<file path="src/rtl/ctrl_pkg.sv">
// Shared types and opcode constants for the multi-cycle control unit.
package ctrl_pkg;

    typedef enum logic [2:0] {
        FETCH,
        DECODE,
        EXECUTE,
        WRITEBACK,
        HALTED
    } state_t;

    localparam logic [3:0] OP_NOP    = 4'h0;
    localparam logic [3:0] OP_ALU_LO = 4'h1;
    localparam logic [3:0] OP_ALU_HI = 4'hA;
    localparam logic [3:0] OP_MOVI   = 4'hB;
    localparam logic [3:0] OP_ST     = 4'hC;
    localparam logic [3:0] OP_BZ     = 4'hD;
    localparam logic [3:0] OP_BP     = 4'hE;
    localparam logic [3:0] OP_HALT   = 4'hF;

    localparam logic [3:0] ALU_MOVI  = 4'b1011;

    typedef struct packed {
        logic is_nop;
        logic is_alu;
        logic is_movi;
        logic is_st;
        logic is_bz;
        logic is_bp;
        logic is_halt;
    } op_class_t;

endpackage

</file>
<file path="src/rtl/ctrl_decoder.sv">
// Combinational instruction decode: register fields, ALU controls,
// sign-extended immediate and a one-hot operation class.
module ctrl_decoder
    import ctrl_pkg::*;
#(
    parameter int DATA_W  = 16,
    parameter int INSTR_W = 16,
    parameter int REG_AW  = 3
) (
    input  logic [INSTR_W-1:0] ir,
    output logic [REG_AW-1:0]  rs_addr,
    output logic [REG_AW-1:0]  rt_addr,
    output logic [REG_AW-1:0]  rd_addr,
    output logic [DATA_W-1:0]  imm_data,
    output logic [3:0]         alu_sel,
    output logic               imm_sel,
    output op_class_t          op_class
);
    localparam int IMM_W = INSTR_W - 4 - REG_AW;

    logic [3:0]       opcode;
    logic [IMM_W-1:0] imm_raw;

    assign opcode   = ir[INSTR_W-1 -: 4];
    assign rd_addr  = ir[INSTR_W-5 -: REG_AW];
    assign rs_addr  = ir[INSTR_W-5-REG_AW -: REG_AW];
    assign rt_addr  = ir[INSTR_W-5-2*REG_AW -: REG_AW];
    // Immediate deliberately overlaps rs/rt; it fills everything below rd.
    assign imm_raw  = ir[IMM_W-1:0];
    assign imm_data = DATA_W'($signed(imm_raw));

    always_comb begin
        op_class = '0;
        alu_sel  = 4'h0;
        imm_sel  = 1'b0;
        case (opcode)
            OP_NOP:  op_class.is_nop = 1'b1;
            OP_MOVI: begin
                op_class.is_movi = 1'b1;
                alu_sel          = ALU_MOVI;
                imm_sel          = 1'b1;
            end
            OP_ST:   op_class.is_st   = 1'b1;
            OP_BZ:   op_class.is_bz   = 1'b1;
            OP_BP:   op_class.is_bp   = 1'b1;
            OP_HALT: op_class.is_halt = 1'b1;
            default: begin
                op_class.is_alu = 1'b1;
                alu_sel         = opcode;
            end
        endcase
    end

endmodule

</file>
<file path="src/rtl/multicycle_control_unit.sv">
// Multi-cycle FETCH/DECODE/EXECUTE/WRITEBACK sequencer with external
// instruction fetch handshake, conditional relative branches and HALT.
module multicycle_control_unit
    import ctrl_pkg::*;
#(
    parameter int              DATA_W   = 16,
    parameter int              INSTR_W  = 16,
    parameter int              PC_W     = 5,
    parameter int              REG_AW   = 3,
    parameter logic [PC_W-1:0] RESET_PC = '0
) (
    input  logic               clock,
    input  logic               reset,
    output logic               instr_req,
    output logic [PC_W-1:0]    instr_addr,
    input  logic               instr_valid,
    input  logic [INSTR_W-1:0] instr_data,
    input  logic               zero_flag,
    input  logic               pos_flag,
    output logic               rf_write,
    output logic [REG_AW-1:0]  rs_addr,
    output logic [REG_AW-1:0]  rt_addr,
    output logic [REG_AW-1:0]  rd_addr,
    output logic [DATA_W-1:0]  imm_data,
    output logic [3:0]         alu_sel,
    output logic               imm_sel,
    output logic               mem_write,
    input  logic               mem_ready,
    output logic [PC_W-1:0]    PC,
    output logic               halted
);
    state_t             state;
    logic [INSTR_W-1:0] ir;
    op_class_t          op_class;
    logic               branch_taken;

    ctrl_decoder #(
        .DATA_W  (DATA_W),
        .INSTR_W (INSTR_W),
        .REG_AW  (REG_AW)
    ) u_dec (
        .ir       (ir),
        .rs_addr  (rs_addr),
        .rt_addr  (rt_addr),
        .rd_addr  (rd_addr),
        .imm_data (imm_data),
        .alu_sel  (alu_sel),
        .imm_sel  (imm_sel),
        .op_class (op_class)
    );

    assign instr_addr   = PC;
    assign branch_taken = (op_class.is_bz && zero_flag) || (op_class.is_bp && pos_flag);

    // Strobes are registered from the next state, so instr_req first rises
    // one cycle after reset release and a fetch is accepted only once it is up.
    always_ff @(posedge clock or negedge reset) begin
        if (!reset) begin
            state     <= FETCH;
            PC        <= RESET_PC;
            ir        <= '0;
            instr_req <= 1'b0;
            rf_write  <= 1'b0;
            mem_write <= 1'b0;
            halted    <= 1'b0;
        end else begin
            case (state)
                FETCH: begin
                    if (instr_req && instr_valid) begin
                        ir        <= instr_data;
                        PC        <= PC + 1'b1;
                        instr_req <= 1'b0;
                        state     <= DECODE;
                    end else begin
                        instr_req <= 1'b1;
                    end
                end
                DECODE: begin
                    mem_write <= op_class.is_st;
                    state     <= EXECUTE;
                end
                EXECUTE: begin
                    if (op_class.is_alu || op_class.is_movi) begin
                        rf_write <= 1'b1;
                        state    <= WRITEBACK;
                    end else if (op_class.is_st) begin
                        if (mem_ready) begin
                            mem_write <= 1'b0;
                            instr_req <= 1'b1;
                            state     <= FETCH;
                        end
                    end else if (op_class.is_halt) begin
                        halted <= 1'b1;
                        state  <= HALTED;
                    end else if (op_class.is_nop) begin
                        instr_req <= 1'b1;
                        state     <= FETCH;
                    end else begin
                        // Branch offset is relative to the already-incremented PC.
                        if (branch_taken)
                            PC <= PC + imm_data[PC_W-1:0];
                        instr_req <= 1'b1;
                        state     <= FETCH;
                    end
                end
                WRITEBACK: begin
                    rf_write  <= 1'b0;
                    instr_req <= 1'b1;
                    state     <= FETCH;
                end
                HALTED: ;
                default: state <= FETCH;
            endcase
        end
    end

endmodule

</file>
<file path="config.mk">
export PLATFORM = sky130hd
export DESIGN_NAME = multicycle_control_unit
export DESIGN_NICKNAME = d
export VERILOG_FILES = /design/src/rtl/ctrl_pkg.sv /design/src/rtl/ctrl_decoder.sv /design/src/rtl/multicycle_control_unit.sv
export SDC_FILE = /design/constraint.sdc
export NUM_CORES = 1
export LEC_CHECK = 0
export BUFFER_PORTS_ARGS = -buffer_cell sky130_fd_sc_hd__buf_2
export CAP_MARGIN = 0
export CORE_AREA = 2 2 60 62
export CTS_BUF_LIST = sky130_fd_sc_hd__clkbuf_8
export DETAILED_ROUTE_END_ITERATION = 8
export DIE_AREA = 0 0 62 64
export PLACE_DENSITY = 0.77
export SLEW_MARGIN = 20
export SYNTH_ARGS = -nofsm -noshare
export SYNTH_HDL_FRONTEND = slang
export SYNTH_SLANG_ARGS = --single-unit
</file>
<file path="constraint.sdc">
create_clock -name clock -period 3.1 [get_ports clock]
set_clock_uncertainty 0.2 [all_clocks]
set_input_delay 0.62 -clock clock [delete_from_list [all_inputs] [get_ports clock]]
set_output_delay 0.62 -clock clock [all_outputs]
set_load 0.03 [all_outputs]
</file>
==> results_dict.tcl, run 1 <==
set metrics [dict create \
    status "completed" \
    placementRows 21 \
    final_nets 221 \
    period_needed_ns 2.73 \
    postRouteWirelength_um 2990 \
    hp-class "primary input to async pin" \
    cts_buffers 3 \
    pin_count 66 \
    grt-ovfl-total 0 \
    grt_pass1_wl_um 4920 \
    drt-initial-drc-count 27 \
    fp.dieH_um 64 \
    cp.arrival_ns 2.74 \
    cts_setup_buffers 0 \
    hpwlAfterDp_um 2250 \
    ant_nets 0 \
    muxShareOfSynthArea 0.118 \
    period_share 0.882 \
    dieArea_sq_um 3970 \
    wl_per_cell_um 12.5 \
    postCtsResizedCells 0 \
    core_sq_um 3280 \
    relSlewSlack 0.593 \
    drive_gt1_frac 0.466 \
    htreeDepth 1 \
    syn_area_sq_um 1620 \
    synth_nets 184 \
    slew_viol_final 0 \
    setup_viol 0 \
    ys_ff_latch 28 \
    critPathBufInv 1 \
    cap_violations 0 \
    seq_area_frac_synth 0.433 \
    synth_xor_area_frac 0.0162 \
    slowest_delay_ns 0.48 \
    grt_max_degree 29 \
    finalHoldViolCount 0 \
    synth_compound_area_frac 0.0920 \
    ctsHoldBuffers 0 \
    worst_path_max_delay_cell "dfrtp_1" \
    vias 1177 \
    cts_tree "done" \
    final.setup.tns_ns 0 \
    clk_pin_slew_ns 0.09 \
    dpl_worst_slack_ns 0.376 \
    io_buffers 65 \
    startpoint_type "flip-flop" \
    critPathMaxFanout 8 \
    timing.rr.start "state[2]$_DFFE_PN0P_" \
    path_class "flip-flop to flip-flop" \
    drc 0 \
    clock_sinks 28 \
    dr.pass1.iters 4 \
    initial_core_util 0.493 \
    clock.fmax_mhz 366 \
    mostFrequentLayoutCell "buf_2" \
    gp_congestion 0.912 \
    diodes 0 \
    rsz0062_at_grt "no" \
    crit_family "simple AND/OR/NAND/NOR gates" \
    worst_slew_pin_slew_ns 0.611 \
    syn_area_per_cell_sq_um 10.3 \
    grt_pass1_vias 1054 \
    synthSimpleGateAreaFrac 0.136 \
    startpoint "state[2]$_DFFE_PN0P_" \
    cp-end-kind "flip-flop" \
    area_delta_synth_final_pct 13.9 \
    die_w_um 62 \
    setup_ws_ns 0.366 \
    cts_buffer_depth 2 \
    synth_cells 157 \
    synth_warnings 0 \
    grt.total_usage 0.165 \
    synth_fa_ha_area_frac 0.0433 \
    cts-root-buf "clkbuf_8" \
    synth_top_family_by_area "buffers and inverters" \
    vias_per_cell 4.92 \
    clk_latency_ns 0.27 \
    antenna_found_initial 0 \
    mostFrequentLayoutCells "buf_2 (65), dfrtp_1 (28), mux2_2 (16), a21oi_1 (11), nand2_1 (9)" \
    critPathRequiredTime_ns 3.10 \
    worstPathCellList "or3b_4 -> or2_2 -> ha_1 -> inv_1 -> fa_1 -> nor2b_1 -> o21ai_0 -> a221oi_1 -> a31oi_1 -> xor2_1" \
    ys_types 33 \
]
## cell usage after synthesis (all sizes together)
| cell | number | area share |
|---|---|---|
| a211oi | 1 | 0.0077 |
| or4 | 1 | 0.0046 |
| and2 | 6 | 0.023 |
| a21o | 1 | 0.0046 |
| or3b | 1 | 0.0070 |
| and3 | 1 | 0.0039 |
| a221oi | 1 | 0.0054 |
| nor2 | 6 | 0.014 |
| inv | 5 | 0.012 |
| mux2i | 1 | 0.0062 |
| nor4 | 1 | 0.0039 |
| nor3 | 2 | 0.0062 |
| nand2b | 1 | 0.0039 |
| a41o | 1 | 0.0062 |
| a31oi | 1 | 0.0039 |
| o221ai | 1 | 0.0054 |
| nand2 | 9 | 0.021 |
| or2 | 1 | 0.0039 |
| a21oi | 11 | 0.034 |
| xor2 | 3 | 0.016 |
| clkbuf | 2 | 0.0046 |
| fa | 1 | 0.012 |
| nand3b | 2 | 0.0093 |
| dfrtp | 28 | 0.43 |
| ha | 4 | 0.031 |
| buf | 32 | 0.15 |
| nand4 | 1 | 0.0039 |
| mux2 | 16 | 0.11 |
| o21ai | 8 | 0.025 |
| nor2b | 7 | 0.027 |
| and2b | 1 | 0.0046 |
## area by class of cell
cell class | instances | area (sq um)
Timing Repair Buffer | 66 | 333
Fill cell | 296 | 1440
Multi-Input combinational cell | 90 | 662
Inverter | 5 | 18.8
Sequential cell | 28 | 701
Clock inverter | 1 | 30.0
Tap cell | 46 | 57.6
Clock buffer | 3 | 41.3
## cells by family after synthesis
kind of cell               count (synthesis)
AOI/OAI and AO/OA                         25
xor gates and xnor gates                   3
adders and majority gates                  5
buffers and inverters                     39
DFF                                       28
muxes                                     17
and+or+nand+nor                           40
## metal layers
metal / wire, um / GRT usage / up-vias
met3: 121 / 0.0344 / 7
met4: 60 / 0.0691 / 0
met1: 1330 / 0.221 / 558
li1: - / - / 580
met5: 0 / 0 / -
met2: 1480 / 0.255 / 32
## metrics by stage
stage                     utilization  area (sq um)  cells  hold WS (ns)
after floorplan                     -          1620    157         0.124
after global placement          0.539          1770    235         0.294
after detailed placement        0.539          1770    235         0.291
after CTS                       0.561          1840    239         0.165
after global routing            0.561          1840    239         0.184
final                           0.561          1840    239         0.145
## path summary, 6_finish.rpt
| path | to | slack, ns | cells after the start |
|---|---|---|---|
| max | PC[4]$_DFFE_PN0P_ | 0.37 | 10 |
| min | ir[15]$_DFFE_PN0P_ | 0.14 | 1 |
| max reg2reg | PC[4]$_DFFE_PN0P_ | 0.37 | 10 |
| min reg2reg | halted$_DFFE_PN0P_ | 0.31 | 1 |
| max in group asynchronous | ir[1]$_DFFE_PN0P_ | 2.16 | 1 |
| min in group clock | halted$_DFFE_PN0P_ | 0.31 | 1 |
## registers in the layout, indices dropped and copies added (netlist names)
signal and count:
ir 16, PC 5, state 3, halted 1, instr_req 1, mem_write 1
rf_write 1
Power of run 1 is not shown: default switching activity piles up to over one toggle a cycle in this logic, so the estimate is an artifact.
==> inputs of run 2 (changes only) <==
--- a/config.mk
+++ b/config.mk
@@ -7,11 +7,11 @@
 export LEC_CHECK = 0
 export BUFFER_PORTS_ARGS = -buffer_cell sky130_fd_sc_hd__buf_2
 export CAP_MARGIN = 0
-export CORE_AREA = 2 2 60 62
+export CORE_AREA = 2 2 77 79
 export CTS_BUF_LIST = sky130_fd_sc_hd__clkbuf_8
 export DETAILED_ROUTE_END_ITERATION = 8
-export DIE_AREA = 0 0 62 64
-export PLACE_DENSITY = 0.77
+export DIE_AREA = 0 0 79 81
+export PLACE_DENSITY = 0.49
 export SLEW_MARGIN = 20
 export SYNTH_ARGS = -nofsm -noshare
 export SYNTH_HDL_FRONTEND = slang
==> results_dict.tcl, run 2 (synthesis results as in run 1) <==
set metrics [dict create \
    dpl.cell_count 264 \
    cp-end-kind "flip-flop" \
    grt_max_degree 29 \
    diodes 0 \
    critPathBufInv 1 \
    final.setup.tns_ns 0 \
    area_delta_synth_final_pct 15.2 \
    layout.cells.non_filler 268 \
    setup_viol 0 \
    period_share 0.867 \
    grt_pass1_vias 1106 \
    placementRows 28 \
    antenna_found_initial 0 \
    final_util 0.328 \
    final_nets 221 \
    relSlewSlack 0.580 \
    critPathRequiredTime_ns 3.10 \
    worst_path_max_delay_cell "dfrtp_1" \
    die_w_um 79 \
    worst_slew_pin_slew_ns 0.630 \
    reg_top3 "ir: 16 flops, PC: 5 flops, state: 3 flops" \
    startpoint_type "flip-flop" \
    cp.arrival_ns 2.69 \
    period_needed_ns 2.69 \
    initial_core_util 0.285 \
    slew_viol_final 0 \
    clock_sinks 28 \
    drive_gt1_frac 0.466 \
    clk_pin_slew_ns 0.10 \
    regMostFlops "ir" \
    postRouteWirelength_um 3270 \
    htreeDepth 1 \
    pin_count 66 \
    finalHoldViolCount 0 \
    mostFrequentLayoutCells "buf_2 (65), dfrtp_1 (28), mux2_2 (16), a21oi_1 (11), nand2_1 (9)" \
    gp_congestion 0.756 \
    worstPathCellList "or3b_4 -> or2_2 -> ha_1 -> inv_1 -> fa_1 -> nor2b_1 -> o21ai_0 -> a221oi_1 -> a31oi_1 -> xor2_1" \
    clock.fmax_mhz 372 \
    hpwlAfterDp_um 2440 \
    core_sq_um 5680 \
    cts_tree "done" \
    ant_nets 0 \
    cts_setup_buffers 0 \
    path_class "flip-flop to flip-flop" \
    largest_reg_flops 16 \
    cts_buffer_depth 2 \
    vias_per_cell 4.39 \
    grt.total_usage 0.106 \
    cts-root-buf "clkbuf_8" \
    crit_family "simple AND/OR/NAND/NOR gates" \
    grt_pass1_wl_um 5250 \
    status "completed" \
    vias 1177 \
    io_buffers 65 \
    fp.dieH_um 81 \
    drc 0 \
    hp-class "primary input to async pin" \
    slowest_delay_ns 0.47 \
    wl_per_cell_um 12.2 \
    dr.pass1.iters 4 \
    cap_violations 0 \
    postCtsResizedCells 0 \
    dieArea_sq_um 6400 \
    grt-ovfl-total 0 \
    clk_latency_ns 0.27 \
    drt-initial-drc-count 38 \
    ctsHoldBuffers 0 \
    mostFrequentLayoutCell "buf_2" \
    rsz0062_at_grt "no" \
    critPathMaxFanout 8 \
    cts_buffers 3 \
]
run 2: worst paths after layout:
kind,startpoint,to,slack (ns),cells after the start
worst max-delay path,state[2]$_DFFE_PN0P_,PC[4]$_DFFE_PN0P_,0.41,10
worst min-delay path,reset,ir[4]$_DFFE_PN0P_,0.16,1
min in group clock,PC[4]$_DFFE_PN0P_,PC[4]$_DFFE_PN0P_,0.30,1
worst min register to register,PC[4]$_DFFE_PN0P_,PC[4]$_DFFE_PN0P_,0.30,1
worst max register to register,state[2]$_DFFE_PN0P_,PC[4]$_DFFE_PN0P_,0.41,10
max in group asynchronous,reset,mem_write$_DFFE_PN0P_,2.14,1
run 2: worst reg2reg max path: stages (launching register included):
cell and delay [ns]:
dfrtp_1 0.47, or3b_4 0.46, or2_2 0.29, ha_1 0.19, inv_1 0.07, fa_1 0.22, nor2b_1 0.06, o21ai_0 0.21
a221oi_1 0.12, a31oi_1 0.20, xor2_1 0.16
run 2: final cells by class:
type / count / area, sq um
fill: 610 / 3810
sequential: 28 / 701
multi-input combinational: 90 / 662
timing repair buffer: 66 / 333
tap: 75 / 93.8
clock buffer: 4 / 55.1
inverter: 5 / 18.8
run 2: through the flow:
| step | setup slack, ns | hold WS (ns) | area [sq um] |
|---|---|---|---|
| floorplan | 0.631 | 0.124 | 1620 |
| global placement | 0.487 | 0.284 | 1810 |
| detailed placement | 0.387 | 0.294 | 1810 |
| CTS | 0.387 | 0.178 | 1860 |
| global route | 0.119 | 0.195 | 1860 |
| finish | 0.411 | 0.157 | 1860 |
run 2: metal layers:
metal | vias to the layer above | global-route usage | wire [um]
met5 | - | 0 | 0
met4 | 0 | 0.0362 | 23
met3 | 2 | 0.0189 | 185
met2 | 41 | 0.169 | 1530
met1 | 559 | 0.145 | 1530
li1 | 575 | - | -
Power of run 2 is left out for the same reason.
==> inputs of run 3 (changes only) <==
==> constraint.sdc (replaced) <==
create_clock -name clock -period 2.6 [get_ports clock]
set_clock_uncertainty 0.2 [all_clocks]
set_input_delay 0.52 -clock clock [delete_from_list [all_inputs] [get_ports clock]]
set_output_delay 0.52 -clock clock [all_outputs]
set_load 0.03 [all_outputs]
==> results_dict.tcl, run 3 (synthesis results as in run 1) <==
set metrics [dict create \
    status "completed" \
    grt_max_degree 29 \
    drt-initial-drc-count 57 \
    clk_latency_ns 0.27 \
    clk_pin_slew_ns 0.10 \
    cts_tree "done" \
    postRouteWirelength_um 3350 \
    cp.arrival_ns 2.50 \
    relSlewSlack 0.562 \
    path_class "flip-flop to flip-flop" \
    period_needed_ns 2.50 \
    critPathMaxFanout 3 \
    fp.dieH_um 81 \
    clock.fmax_mhz 400 \
    drc 0 \
    grt-ovfl-total 0 \
    grt_pass1_wl_um 5130 \
    rr_endpoint "PC[4]$_DFFE_PN0P_" \
    grt_pass1_vias 1050 \
    htreeDepth 1 \
    clock_sinks 28 \
    area_delta_synth_final_pct 20.5 \
    final_nets 228 \
    cts_buffer_depth 2 \
    vias 1189 \
    setup_ws_ns 0.0982 \
    drive_gt1_frac 0.495 \
    largest_reg_flops 16 \
    cp-end-kind "flip-flop" \
    mostFrequentLayoutCells "buf_2 (65), dfrtp_1 (28), mux2_2 (16), a21oi_1 (11), nand2_1 (9)" \
    cts-root-buf "clkbuf_8" \
    cap_violations 0 \
    grt.total_usage 0.104 \
    pin_count 66 \
    mostFrequentLayoutCell "buf_2" \
    slew_viol_final 0 \
    cp-endpoint "PC[4]$_DFFE_PN0P_" \
    diodes 0 \
    startpoint_type "flip-flop" \
    period_share 0.962 \
    reg2reg_depth 10 \
    cts_buffers 3 \
    r2r_slack_ns 0.1 \
    wl_per_cell_um 12.2 \
    regMostFlops "ir" \
    gp_congestion 0.712 \
    die_w_um 79 \
    startpoint "state[2]$_DFFE_PN0P_" \
    finalHoldViolCount 0 \
    core_sq_um 5680 \
    antenna_found_initial 0 \
    io_buffers 65 \
    reg_top3 "ir: 16 flops, PC: 5 flops, state: 3 flops" \
    setup_viol 0 \
    placementRows 28 \
    initial_core_util 0.285 \
    worst_slew_pin_slew_ns 0.657 \
    ant_nets 0 \
    dieArea_sq_um 6400 \
    dr.pass1.iters 3 \
    hpwlAfterDp_um 2430 \
    hp-class "primary input to async pin" \
    timing.rr.start "state[2]$_DFFE_PN0P_" \
    critPathRequiredTime_ns 2.60 \
    vias_per_cell 4.32 \
    dpl_worst_slack_ns 0.0785 \
]
[run 3: changes by cell type in the layout (fill, tap and decap cells not counted), sizes merged]
cell    delta
buf        +7
bufinv     +1
clkbuf     -1
[run 3: how the worst min path moves through the flow]
stage               slack (ns)                    to  depth (start not counted)              start
floorplan                 0.02     PC[0]$_DFFE_PN0P_                          0              reset
global placement          0.29     PC[4]$_DFFE_PN0P_                          1  PC[4]$_DFFE_PN0P_
detailed placement        0.29     ir[9]$_DFFE_PN0P_                          1  ir[9]$_DFFE_PN0P_
CTS                       0.09     ir[1]$_DFFE_PN0P_                          1              reset
global route              0.09     ir[1]$_DFFE_PN0P_                          1              reset
finish                    0.06  rf_write$_DFFE_PN0P_                          1              reset
[run 3: area by class of cell]
class / instances / area [sq um]
timing repair buffer: 73 / 398
inverter: 5 / 18.8
clock inverter: 1 / 30.0
clock buffer: 3 / 41.3
tap: 75 / 93.8
sequential: 28 / 701
fill: 623 / 3730
multi-input combinational: 90 / 667
[run 3: timing repair]
item                                    CTS  global route
endpoints found under the setup margin    0             1
resized for setup                         0             3
hold buffers                              0             0
setup buffers                             0             2
[run 3: worst max-delay path, cell delays in order, from the launching register on]
cell and delay, ns:
dfrtp_1 0.41, or3b_4 0.40, or2_2 0.28, ha_1 0.19, inv_1 0.07, fa_2 0.21
nor2b_1 0.05, o21ai_1 0.18, a221oi_1 0.10, a31oi_1 0.18, xor2_1 0.15
[run 3: routing by layer]
| layer | routed length, um | share of wire | vias to the layer above | GRT usage |
|---|---|---|---|---|
| li1 | - | - | 598 | - |
| met1 | 1570 | 0.47 | 548 | 0.137 |
| met2 | 1560 | 0.47 | 41 | 0.167 |
| met3 | 192 | 0.057 | 2 | 0.0311 |
| met4 | 29 | 0.0087 | 0 | 0.0259 |
| met5 | 0 | 0 | - | 0 |
[run 3: per-stage QoR]
step	utilization	instance area, sq um	setup TNS, ns	hold WS, ns	std cells
2_1_floorplan	-	1620	0	0.0244	157
3_5_place_dp	0.327	1860	0	0.290	269
5_1_grt	0.343	1950	-0.0494	0.0889	275
3_3_place_gp	0.327	1860	0	0.285	269
4_1_cts	0.340	1930	0	0.0854	273
6_report	0.343	1950	0	0.0648	275
Power of run 3 is left out for the same reason.
